==> src/rtl/io_bus_pkg.sv <==
// Shared types and constants for the I/O bus sequencer and its arbiter.
package io_bus_pkg;

    typedef enum logic [1:0] {
        IDLE   = 2'd0,
        ACCESS = 2'd1,
        RESP   = 2'd2
    } io_state_e;

    typedef enum logic {
        REQ_CPU = 1'b0,
        REQ_DMA = 1'b1
    } io_requester_e;

    localparam logic [15:0] IO_FLOAT_DATA = 16'hFFFF;

    // One requester's access fields, muxed as a unit into the bus registers.
    typedef struct packed {
        logic [19:1] addr;
        logic [15:0] data;
        logic        wr_en;
        logic [1:0]  bytesel;
    } io_req_t;

endpackage

==> src/rtl/io_rr_arbiter.sv <==
// Two-way round-robin arbiter: the requester that did not win last time wins a tie.
module io_rr_arbiter
    import io_bus_pkg::*;
(
    input  logic          clk,
    input  logic          reset_n,
    input  logic          cpu_req,
    input  logic          dma_req,
    input  logic          grant_en,
    output logic          grant_valid,
    output io_requester_e grant
);

    io_requester_e rr_last;

    always_comb begin
        grant_valid = cpu_req | dma_req;
        if (cpu_req && dma_req) begin
            grant = (rr_last == REQ_DMA) ? REQ_CPU : REQ_DMA;
        end else if (dma_req) begin
            grant = REQ_DMA;
        end else begin
            grant = REQ_CPU;
        end
    end

    // Resetting to DMA makes the CPU win the first tie.
    always_ff @(posedge clk or negedge reset_n) begin
        if (!reset_n) begin
            rr_last <= REQ_DMA;
        end else if (grant_en && grant_valid) begin
            rr_last <= grant;
        end
    end

endmodule

==> src/rtl/io_bus_sequencer.sv <==
// Owns the shared 16-bit I/O bus: arbitrates CPU/DMA, runs one registered access,
// returns the selected device's ack and data, and times out dead or unmapped ports.
module io_bus_sequencer
    import io_bus_pkg::*;
#(
    parameter int          N_DEV          = 16,
    parameter int          TIMEOUT_CYCLES = 255,
    parameter logic [15:0] FLOAT_DATA     = IO_FLOAT_DATA
) (
    input  logic                  clk,
    input  logic                  reset_n,
    // Requester handshake: access is held high until the one-cycle io_ack;
    // data_in is valid with io_ack and held until the next ack to that requester.
    input  logic                  cpu_io_access,
    input  logic [19:1]           cpu_addr,
    input  logic [15:0]           cpu_data_out,
    input  logic                  cpu_wr_en,
    input  logic [1:0]            cpu_bytesel,
    output logic                  cpu_io_ack,
    output logic [15:0]           cpu_data_in,
    input  logic                  dma_io_access,
    input  logic [19:1]           dma_addr,
    input  logic [15:0]           dma_data_out,
    input  logic                  dma_wr_en,
    input  logic [1:0]            dma_bytesel,
    output logic                  dma_io_ack,
    output logic [15:0]           dma_data_in,
    output logic                  io_m_access,
    output logic [19:1]           io_m_addr,
    output logic [15:0]           io_m_data_out,
    output logic                  io_m_wr_en,
    output logic [1:0]            io_m_bytesel,
    input  logic [N_DEV-1:0]      dev_sel,
    input  logic [N_DEV-1:0]      dev_ack,
    input  logic [16*N_DEV-1:0]   dev_data,
    output logic                  timeout_err,
    output io_state_e             dbg_state
);

    localparam int TW = $clog2(TIMEOUT_CYCLES + 1);
    localparam logic [TW-1:0] TIMER_LAST = TW'(TIMEOUT_CYCLES - 1);

    io_state_e      state;
    io_requester_e  owner;
    io_requester_e  grant;
    logic           grant_valid;
    logic [TW-1:0]  timer;
    io_req_t        cpu_req_s;
    io_req_t        dma_req_s;
    io_req_t        win_req;
    logic [N_DEV-1:0] hits;
    logic           hit;
    logic [15:0]    hit_data;
    logic           finish;
    logic [15:0]    resp_data;

    io_rr_arbiter u_arb (
        .clk         (clk),
        .reset_n     (reset_n),
        .cpu_req     (cpu_io_access),
        .dma_req     (dma_io_access),
        .grant_en    (state == IDLE),
        .grant_valid (grant_valid),
        .grant       (grant)
    );

    assign cpu_req_s = {cpu_addr, cpu_data_out, cpu_wr_en, cpu_bytesel};
    assign dma_req_s = {dma_addr, dma_data_out, dma_wr_en, dma_bytesel};
    assign win_req   = (grant == REQ_DMA) ? dma_req_s : cpu_req_s;

    // Only a selected device's ack counts; the lowest-index acking slot wins.
    assign hits = dev_sel & dev_ack;
    assign hit  = |hits;

    always_comb begin
        hit_data = FLOAT_DATA;
        for (int i = N_DEV - 1; i >= 0; i--) begin
            if (hits[i]) begin
                hit_data = dev_data[16*i +: 16];
            end
        end
    end

    assign finish    = hit || (dev_sel == '0) || (timer == TIMER_LAST);
    assign resp_data = hit ? hit_data : FLOAT_DATA;
    assign dbg_state = state;

    always_ff @(posedge clk or negedge reset_n) begin
        if (!reset_n) begin
            state         <= IDLE;
            owner         <= REQ_CPU;
            timer         <= '0;
            io_m_access   <= 1'b0;
            io_m_addr     <= '0;
            io_m_data_out <= '0;
            io_m_wr_en    <= 1'b0;
            io_m_bytesel  <= '0;
            cpu_io_ack    <= 1'b0;
            cpu_data_in   <= '0;
            dma_io_ack    <= 1'b0;
            dma_data_in   <= '0;
            timeout_err   <= 1'b0;
        end else begin
            case (state)
                IDLE: begin
                    if (grant_valid) begin
                        owner         <= grant;
                        io_m_access   <= 1'b1;
                        io_m_addr     <= win_req.addr;
                        io_m_data_out <= win_req.data;
                        io_m_wr_en    <= win_req.wr_en;
                        io_m_bytesel  <= win_req.bytesel;
                        timer         <= '0;
                        state         <= ACCESS;
                    end
                end
                ACCESS: begin
                    if (finish) begin
                        // Timed-out writes are simply dropped; the requester is still acked.
                        io_m_access <= 1'b0;
                        timeout_err <= !hit;
                        state       <= RESP;
                        if (owner == REQ_DMA) begin
                            dma_io_ack  <= 1'b1;
                            dma_data_in <= resp_data;
                        end else begin
                            cpu_io_ack  <= 1'b1;
                            cpu_data_in <= resp_data;
                        end
                    end else begin
                        timer <= timer + TW'(1);
                    end
                end
                RESP: begin
                    // Always pass through IDLE so devices see the strobe drop.
                    cpu_io_ack  <= 1'b0;
                    dma_io_ack  <= 1'b0;
                    timeout_err <= 1'b0;
                    state       <= IDLE;
                end
                default: begin
                    state <= IDLE;
                end
            endcase
        end
    end

endmodule
==> config.mk <==
export PLATFORM = sky130hd
export DESIGN_NAME = io_bus_sequencer
export DESIGN_NICKNAME = d
export VERILOG_FILES = /design/src/rtl/io_bus_pkg.sv /design/src/rtl/io_rr_arbiter.sv /design/src/rtl/io_bus_sequencer.sv
export SDC_FILE = /design/constraint.sdc
export NUM_CORES = 1
export LEC_CHECK = 0
export CAP_MARGIN = 20
export CORE_AREA = 2 2 170 172
export CTS_BUF_LIST = sky130_fd_sc_hd__clkbuf_8 sky130_fd_sc_hd__clkbuf_16
export CTS_CLUSTER_SIZE = 10
export DETAILED_ROUTE_END_ITERATION = 10
export DIE_AREA = 0 0 172 174
export DONT_BUFFER_PORTS = 1
export GPL_ROUTABILITY_DRIVEN = 1
export SKIP_CTS_REPAIR_TIMING = 1
export SLEW_MARGIN = 15
export SYNTH_ARGS = -nofsm -noshare
export SYNTH_HDL_FRONTEND = slang
export SYNTH_SLANG_ARGS = --single-unit
==> constraint.sdc <==
create_clock -name clk -period 4.2 [get_ports clk]
set_input_delay 0.84 -clock clk [delete_from_list [all_inputs] [get_ports clk]]
set_output_delay 0.84 -clock clk [all_outputs]
set_load 0.02 [all_outputs]
==> summary.txt, run 1 <==
Status
  • Outcome: finished clean

Timing
  • Hold Fails Final Rpt: 0
  • Worst Max-Slew Pin Slew: 1080 ps
  • Final period util: 73.2%
  • Final Max Tran Viols: 0
  • Max_slew headroom: 27.8%
  • F_max: 325 MHz
  • Clock Skews: 12.0 ps
  • Final TNS setup: 0 ps
  • Final WS setup: about 1100 ps
  • RSZ-0062 raised after global routing: false
  • Final setup fails: 0
  • Final worst path period need: 3080 ps

Drt
  • Vias: 6499
  • # DRC: 0
  • Via density per instance: approximately 6
  • Drt first pass iters: 6
  • Final WL: 31500 um
  • Per-cell routed wire length: 28.8 um
  • Routed Antenna Nets: 0
  • Initial DRC Count: approximately 850

Die
  • Num rows: 62
  • Core area: 28200 um2
  • Initial Utilization: 21.8%
  • Die width: about 170 um
  • Die ar.: 29900 um2
  • Top-level port count: 444
  • Die Y: 174 um

Flow run
  • Max-cap violations: 0

Finish
  • Fin nets: 1071
  • Final Core Density: 24.3%
  • Fill count: 3103
  • Post-route cell area: 6870 um2
  • Share of layout cells above drive strength 1: 9.92%
  • Area Growth Syn to Fin: 11.8%
  • Non-filler cells in the finished layout: 1092

Global route
  • GR met1 Demand/Resource: about a quarter
  • First-pass GRT wire length: 42500 um
  • Met2 Resource Use GR: approximately 30%
  • Vias in the first global route: between 5000 and 6000
  • Total track usage: between 10% and 20%
  • Grt peak-use layer: met2
  • Pin count of the biggest net entering global routing: 87
  • Grt total ovfl: 0
  • Met3 usage: between 8 and 9%
  • Initial antenna violation count: 5

Synthesis
  • Synth Flop Type: dfrtp_1
  • Post-synth EDFFs: 0
  • Post-Synthesis Cells: 728
  • Share of synthesized registers carrying an async set or reset: 100%
  • Synth area leader: dfrtp_1
  • Commonest cells in the netlist: nand2_1 (101), dfrtp_1 (85), o21ai_0 (79), clkbuf_1 (47), nor3_1 (44)
  • Synth unique cells: 57
  • Area of the mapped netlist: 6150 um2
  • Count leader, synth: nand2_1
  • Syn Nets: 1098
  • Sequential-to-total area share from yosys stat: about a third
  • Share of the synthesized area in the top cell type: 34.6%
  • YS warnings: 0
  • Largest cells by area after synthesis: dfrtp_1 (35%), mux2i_1 (6.5%), o21ai_0 (6.4%), nand2_1 (6.2%), mux2_2 (4.4%)
  • #FFs+latches synth: 86
  • Syn Area/Cell: 8.45 um2

Worst setup path
  • CP arrival: 3300 ps
  • Crit Path Category: in2reg
  • Worst Path Required: approximately 4400 ps
  • Crit path capture type: flip-flop
  • Depth of the most critical reg-to-reg path: 5
  • CP max FO: 19
  • Worst Setup Start Kind: input port

Clock tree
  • Clk sinks: 86
  • Clock transition at path regs: approximately 70 ps
  • CTS Buf Count: 9
  • Clock Root Buffer: clkbuf_16
  • Max Root-Sink Buffers: 2
  • Clk_lat worst skew: 350 ps
  • CTS tree: yes
  • # H-tree levels: 3

Placement
  • IO buf count: 0
  • DPL Wire Length: 25700 um
  • Routability cong.: 0.989
  • Post-Place Cells: 1074
  • Pre-CTS setup slack: 782 ps
  • Area after DPL: 6560 um2

Pwr
  • P_leak: 0.00251 uW
  • Power Density: 571 nW/um2
  • Maximum vdd drop: 0.223 mV

Worst hold path
  • Worst hold-check path type: in2async
-- registers in the layout, indices dropped and copies added (netlist names), 2 cells and up --
register / count
dbg_state: 2
cpu_data_in: 16
io_m_bytesel: 2
timer: 8
io_m_addr: 19
io_m_data_out: 16
dma_data_in: 16
-- metrics by stage --
stage / power [uW] / hold slack (ps)
6_report: 3920 / 180
3_3_place_gp: 3070 / 474
3_5_place_dp: 3100 / 486
5_1_grt: 4150 / 159
4_1_cts: 3950 / 162
2_1_floorplan: 2680 / 439
-- metal layers --
| metal | up-vias | wire length, um | share of wire [%] |
|---|---|---|---|
| met5 | - | 37 | 0.12 |
| met4 | 6 | 852 | 2.7 |
| met3 | 63 | 4250 | 13 |
| met2 | 486 | 13600 | 43 |
| met1 | 3167 | 12700 | 40 |
| li1 | 2777 | - | - |
-- critical path, stage by stage --
cell and delay (ps):
a22o_1 470, nand4b_4 320, or4_4 650, o211ai_4 600, mux2_2 410
-- cell usage in the layout, fill, tap and decap left out, drive strengths merged, types with 21 or more instances in the layout --
cell type	netlist	final
o221ai	27	27
nor2	28	28
dfrtp	85	85
mux2i	40	40
o22ai	31	31
mux2	29	29
a21oi	32	32
a31oi	21	21
nand2	101	101
nand3	28	28
nor3	44	44
o21ai	80	80
-- cells by family after synthesis --
| group | after synthesis | share of synthesized area (%) |
|---|---|---|
| adders and majority gates | 2 | 0.407 |
| AOI/OAI and AO/OA | 277 | 30.4 |
| DFF | 86 | 35.0 |
| xor gates and xnor gates | 2 | 0.285 |
| muxes | 69 | 12.1 |
| and+or+nand+nor | 236 | 18.2 |
| buffers and inverters | 56 | 3.58 |
-- final cells by class --
type | count | area, um2 | area share, %
multi-input combinational | 586 | 3800 | 55.3
sequential | 86 | 2150 | 31.3
tap | 384 | 480 | 6.99
clock buffer | 10 | 239 | 3.48
timing repair buffer | 16 | 120 | 1.75
clock inverter | 6 | 70.1 | 1.02
inverter | 2 | 7.51 | 0.109
antenna | 2 | 5.00 | 0.0728
-- worst paths after layout --
path	start	end	slack [ps]
worst min register to register	u_arb.rr_last$_DFFE_PN1P_	u_arb.rr_last$_DFFE_PN1P_	490
worst min-delay path	reset_n	io_m_bytesel[0]$_DFFE_PN0P_	180
worst max register to register	timer[3]$_DFFE_PN0P_	dma_data_in[11]$_DFFE_PN0P_	1790
max in group asynchronous	reset_n	u_arb.rr_last$_DFFE_PN1P_	3810
min in group clk	u_arb.rr_last$_DFFE_PN1P_	u_arb.rr_last$_DFFE_PN1P_	490
worst max-delay path	dev_sel[11]	dma_data_in[8]$_DFFE_PN0P_	1120
-- power breakdown --
part,leakage [uW],internal (uW),switching (uW)
Combinational,0.00132,457,626
Sequential,0.00104,1200,804
Clock,0.000152,483,354
Total,0.00251,2140,1780
(Power assumes the default switching activity.)
==> inputs of run 2 (changes only) <==
==> constraint.sdc (replaced) <==
create_clock -name clk -period 2.71 [get_ports clk]
set_input_delay 0.542 -clock clk [delete_from_list [all_inputs] [get_ports clk]]
set_output_delay 0.542 -clock clk [all_outputs]
set_load 0.02 [all_outputs]
==> run 2 against run 1 <==
Against the previous run:
- hold slack got worse by 140 ps
- clock skew increased by 2.7 ps
- wire length about the same
- critical path type unchanged
- die area did not move
- largest cell class unchanged
- clock-buffer cell count is 1 lower
- first-iteration DRC count down 33%
- global-route usage is essentially flat
- cell area increased by 5.7%
==> summary.txt, run 2 (same netlist as run 1, synthesis figures left out) <==
Status
  • Outcome: finished clean

Worst setup path
  • Worst Setup Start Kind: input port
  • Worst Path Required: between 2000 and 3000 ps
  • CP max stage delay: 640 ps
  • Critical-path cell list: nor4_1 > buf_4 > nand4_1 > o21a_1 > a211oi_2 > buf_12 > mux2_2
  • Crit Path Category: in2reg
  • Crit path capture type: flip-flop
  • Depth of the most critical reg-to-reg path: 6
  • CP max FO: 18
  • CP arrival: 2560 ps
  • Crit path max-delay cell type: nor4_1

Drt
  • # DRC: 0
  • Via density per instance: 5.73
  • Initial DRC Count: roughly 570
  • Per-cell routed wire length: approximately 28 um
  • Final WL: 31500 um
  • Vias: 6493
  • Routed Antenna Nets: 0
  • Drt first pass iters: 9

Global route
  • Met3 usage: between 5 and 6%
  • GR met1 Demand/Resource: between 20% and 30%
  • Vias in the first global route: between 6000 and 7000
  • Pin count of the biggest net entering global routing: 87
  • Met2 Resource Use GR: 30.7%
  • Total track usage: between 15 and 20%
  • First-pass GRT wire length: 42800 um
  • Grt total ovfl: 0
  • Initial antenna violation count: 5
  • Grt peak-use layer: met2

Timing
  • Final TNS setup: 0 ps
  • RSZ-0062 raised after global routing: false
  • Final worst path period need: 2340 ps
  • Final Max Tran Viols: 0
  • F_max: 428 MHz
  • Clock Skews: 14.6 ps
  • Final setup fails: 0
  • Worst Max-Slew Pin Slew: 961 ps
  • Max_slew headroom: 35.9%
  • Hold Fails Final Rpt: 0
  • Final period util: 86.3%

Finish
  • Fin nets: between 1000 and 1500
  • Most common cell after layout, fill and taps aside: nand2_1
  • Commonest non-fill, non-tap cells in the layout: nand2_1 (101), dfrtp_1 (85), o21ai_0 (79), buf_4 (51), nor3_1 (44)
  • Area Growth Syn to Fin: 18.2%
  • Largest register by flop count: io_m_addr
  • Max reg flops: 19
  • Non-filler cells in the finished layout: 1134
  • Share of layout cells above drive strength 1: about 15%

Pwr
  • Clock network fraction of design power: 21.1%
  • Power Density: 855 nW/um2
  • Sw Ratio: 45.0%
  • Reg power frac: 49.1%
  • NetSw: 2790 uW
  • Internal power: 3420 uW
  • Maximum vdd drop: 0.502 mV
  • P_leak: 0.00274 uW
  • Logic pwr share: between 20 and 30%

Clock tree
  • # H-tree levels: 3
  • Clock Root Buffer: clkbuf_16
  • CTS Buf Count: 9
  • Clk sinks: 86
  • Clock transition at path regs: 60 ps
  • CTS tree: yes
  • Max Root-Sink Buffers: 2
  • Clk_lat worst skew: around 350 ps

Die
  • Die ar.: approximately 30000 um2
  • Core area: 28200 um2
  • Die Y: 174 um
  • Die width: between 150 and 200 um
  • Top-level port count: 444
  • Num rows: 62
  • Initial Utilization: between 20% and 30%

Placement
  • DPL Wire Length: between 20000 and 30000 um
  • Routability cong.: around 1.1
  • Post-Place Cells: around 1100
  • IO buf count: 0

Worst hold path
  • Worst hold-check path type: in2async

Flow run
  • Max-cap violations: 0
-- run 2: cell count changes in the layout (fill, tap and decap cells not counted) --
| cell | before | now |
|---|---|---|
| inv_8 | 1 | 2 |
| buf_4 | 16 | 51 |
| inv_1 | 3 | 2 |
| clkbuf_8 | 1 | 0 |
| inv_6 | 1 | 2 |
| buf_16 | 0 | 1 |
| buf_12 | 0 | 5 |
| clkinv_4 | 1 | 0 |
| diode_2 | 2 | 3 |
| clkinvlp_4 | 1 | 2 |
-- run 2: metrics by stage --
step / hold slack, ps / util, % / worst slack [ps] / total power (uW) / area [um2]
5_1_grt: 12.2 / 25.7 / 358 / 6590 / 7270
3_3_place_gp: 248 / 24.5 / 114 / 4860 / 6920
4_1_cts: -139 / 25.6 / 454 / 6260 / 7230
2_1_floorplan: 246 / - / 155 / 4150 / 6150
3_5_place_dp: 248 / 24.5 / 105 / 4910 / 6920
6_report: 41.5 / 25.7 / 372 / 6220 / 7270
-- run 2: power by group through the flow --
stage	Sequential (uW)	Combinational (uW)	Clock, uW
floorplan	2860	1290	0
global placement	3080	1780	0
detailed placement	3080	1840	0
CTS	3060	1840	1360
global route	3110	2070	1410
finish	3050	1860	1310
-- run 2: worst max-delay path, delay by kind of cell --
family	cells	cell delay [ps]
buffers and inverters	2	430
AOI/OAI and AO/OA	2	470
muxes	1	350
and+or+nand+nor	2	750
-- run 2: path summary, 6_finish.rpt --
kind	from	endpoint	slack [ps]
max	dev_sel[9]	cpu_data_in[7]$_DFFE_PN0P_	370
min	reset_n	u_arb.rr_last$_DFFE_PN1P_	40
max reg2reg	timer[3]$_DFFE_PN0P_	cpu_data_in[7]$_DFFE_PN0P_	730
min reg2reg	u_arb.rr_last$_DFFE_PN1P_	u_arb.rr_last$_DFFE_PN1P_	480
max in group asynchronous	reset_n	cpu_data_in[0]$_DFFE_PN0P_	2260
min in group clk	cpu_io_access	io_m_access$_DFFE_PN0P_	380
-- run 2: routing by layer --
| metal | routed length (um) | vias to the layer above | part of all wire (%) |
|---|---|---|---|
| li1 | - | 2856 | - |
| met1 | 13200 | 3121 | 42 |
| met2 | 14000 | 447 | 44 |
| met3 | 3270 | 67 | 10 |
| met4 | 996 | 2 | 3.2 |
| met5 | 13 | - | 0.041 |
-- run 2: cell type report --
type | instances | area [um2]
multi-input cells | 586 | 3800
clock buffers | 9 | 225
fillers | 3084 | 21000
clock inverters | 7 | 85.1
well taps | 384 | 480
inverters | 2 | 7.51
flip-flops and latches | 86 | 2150
diodes | 3 | 7.51
repair buffers | 57 | 510
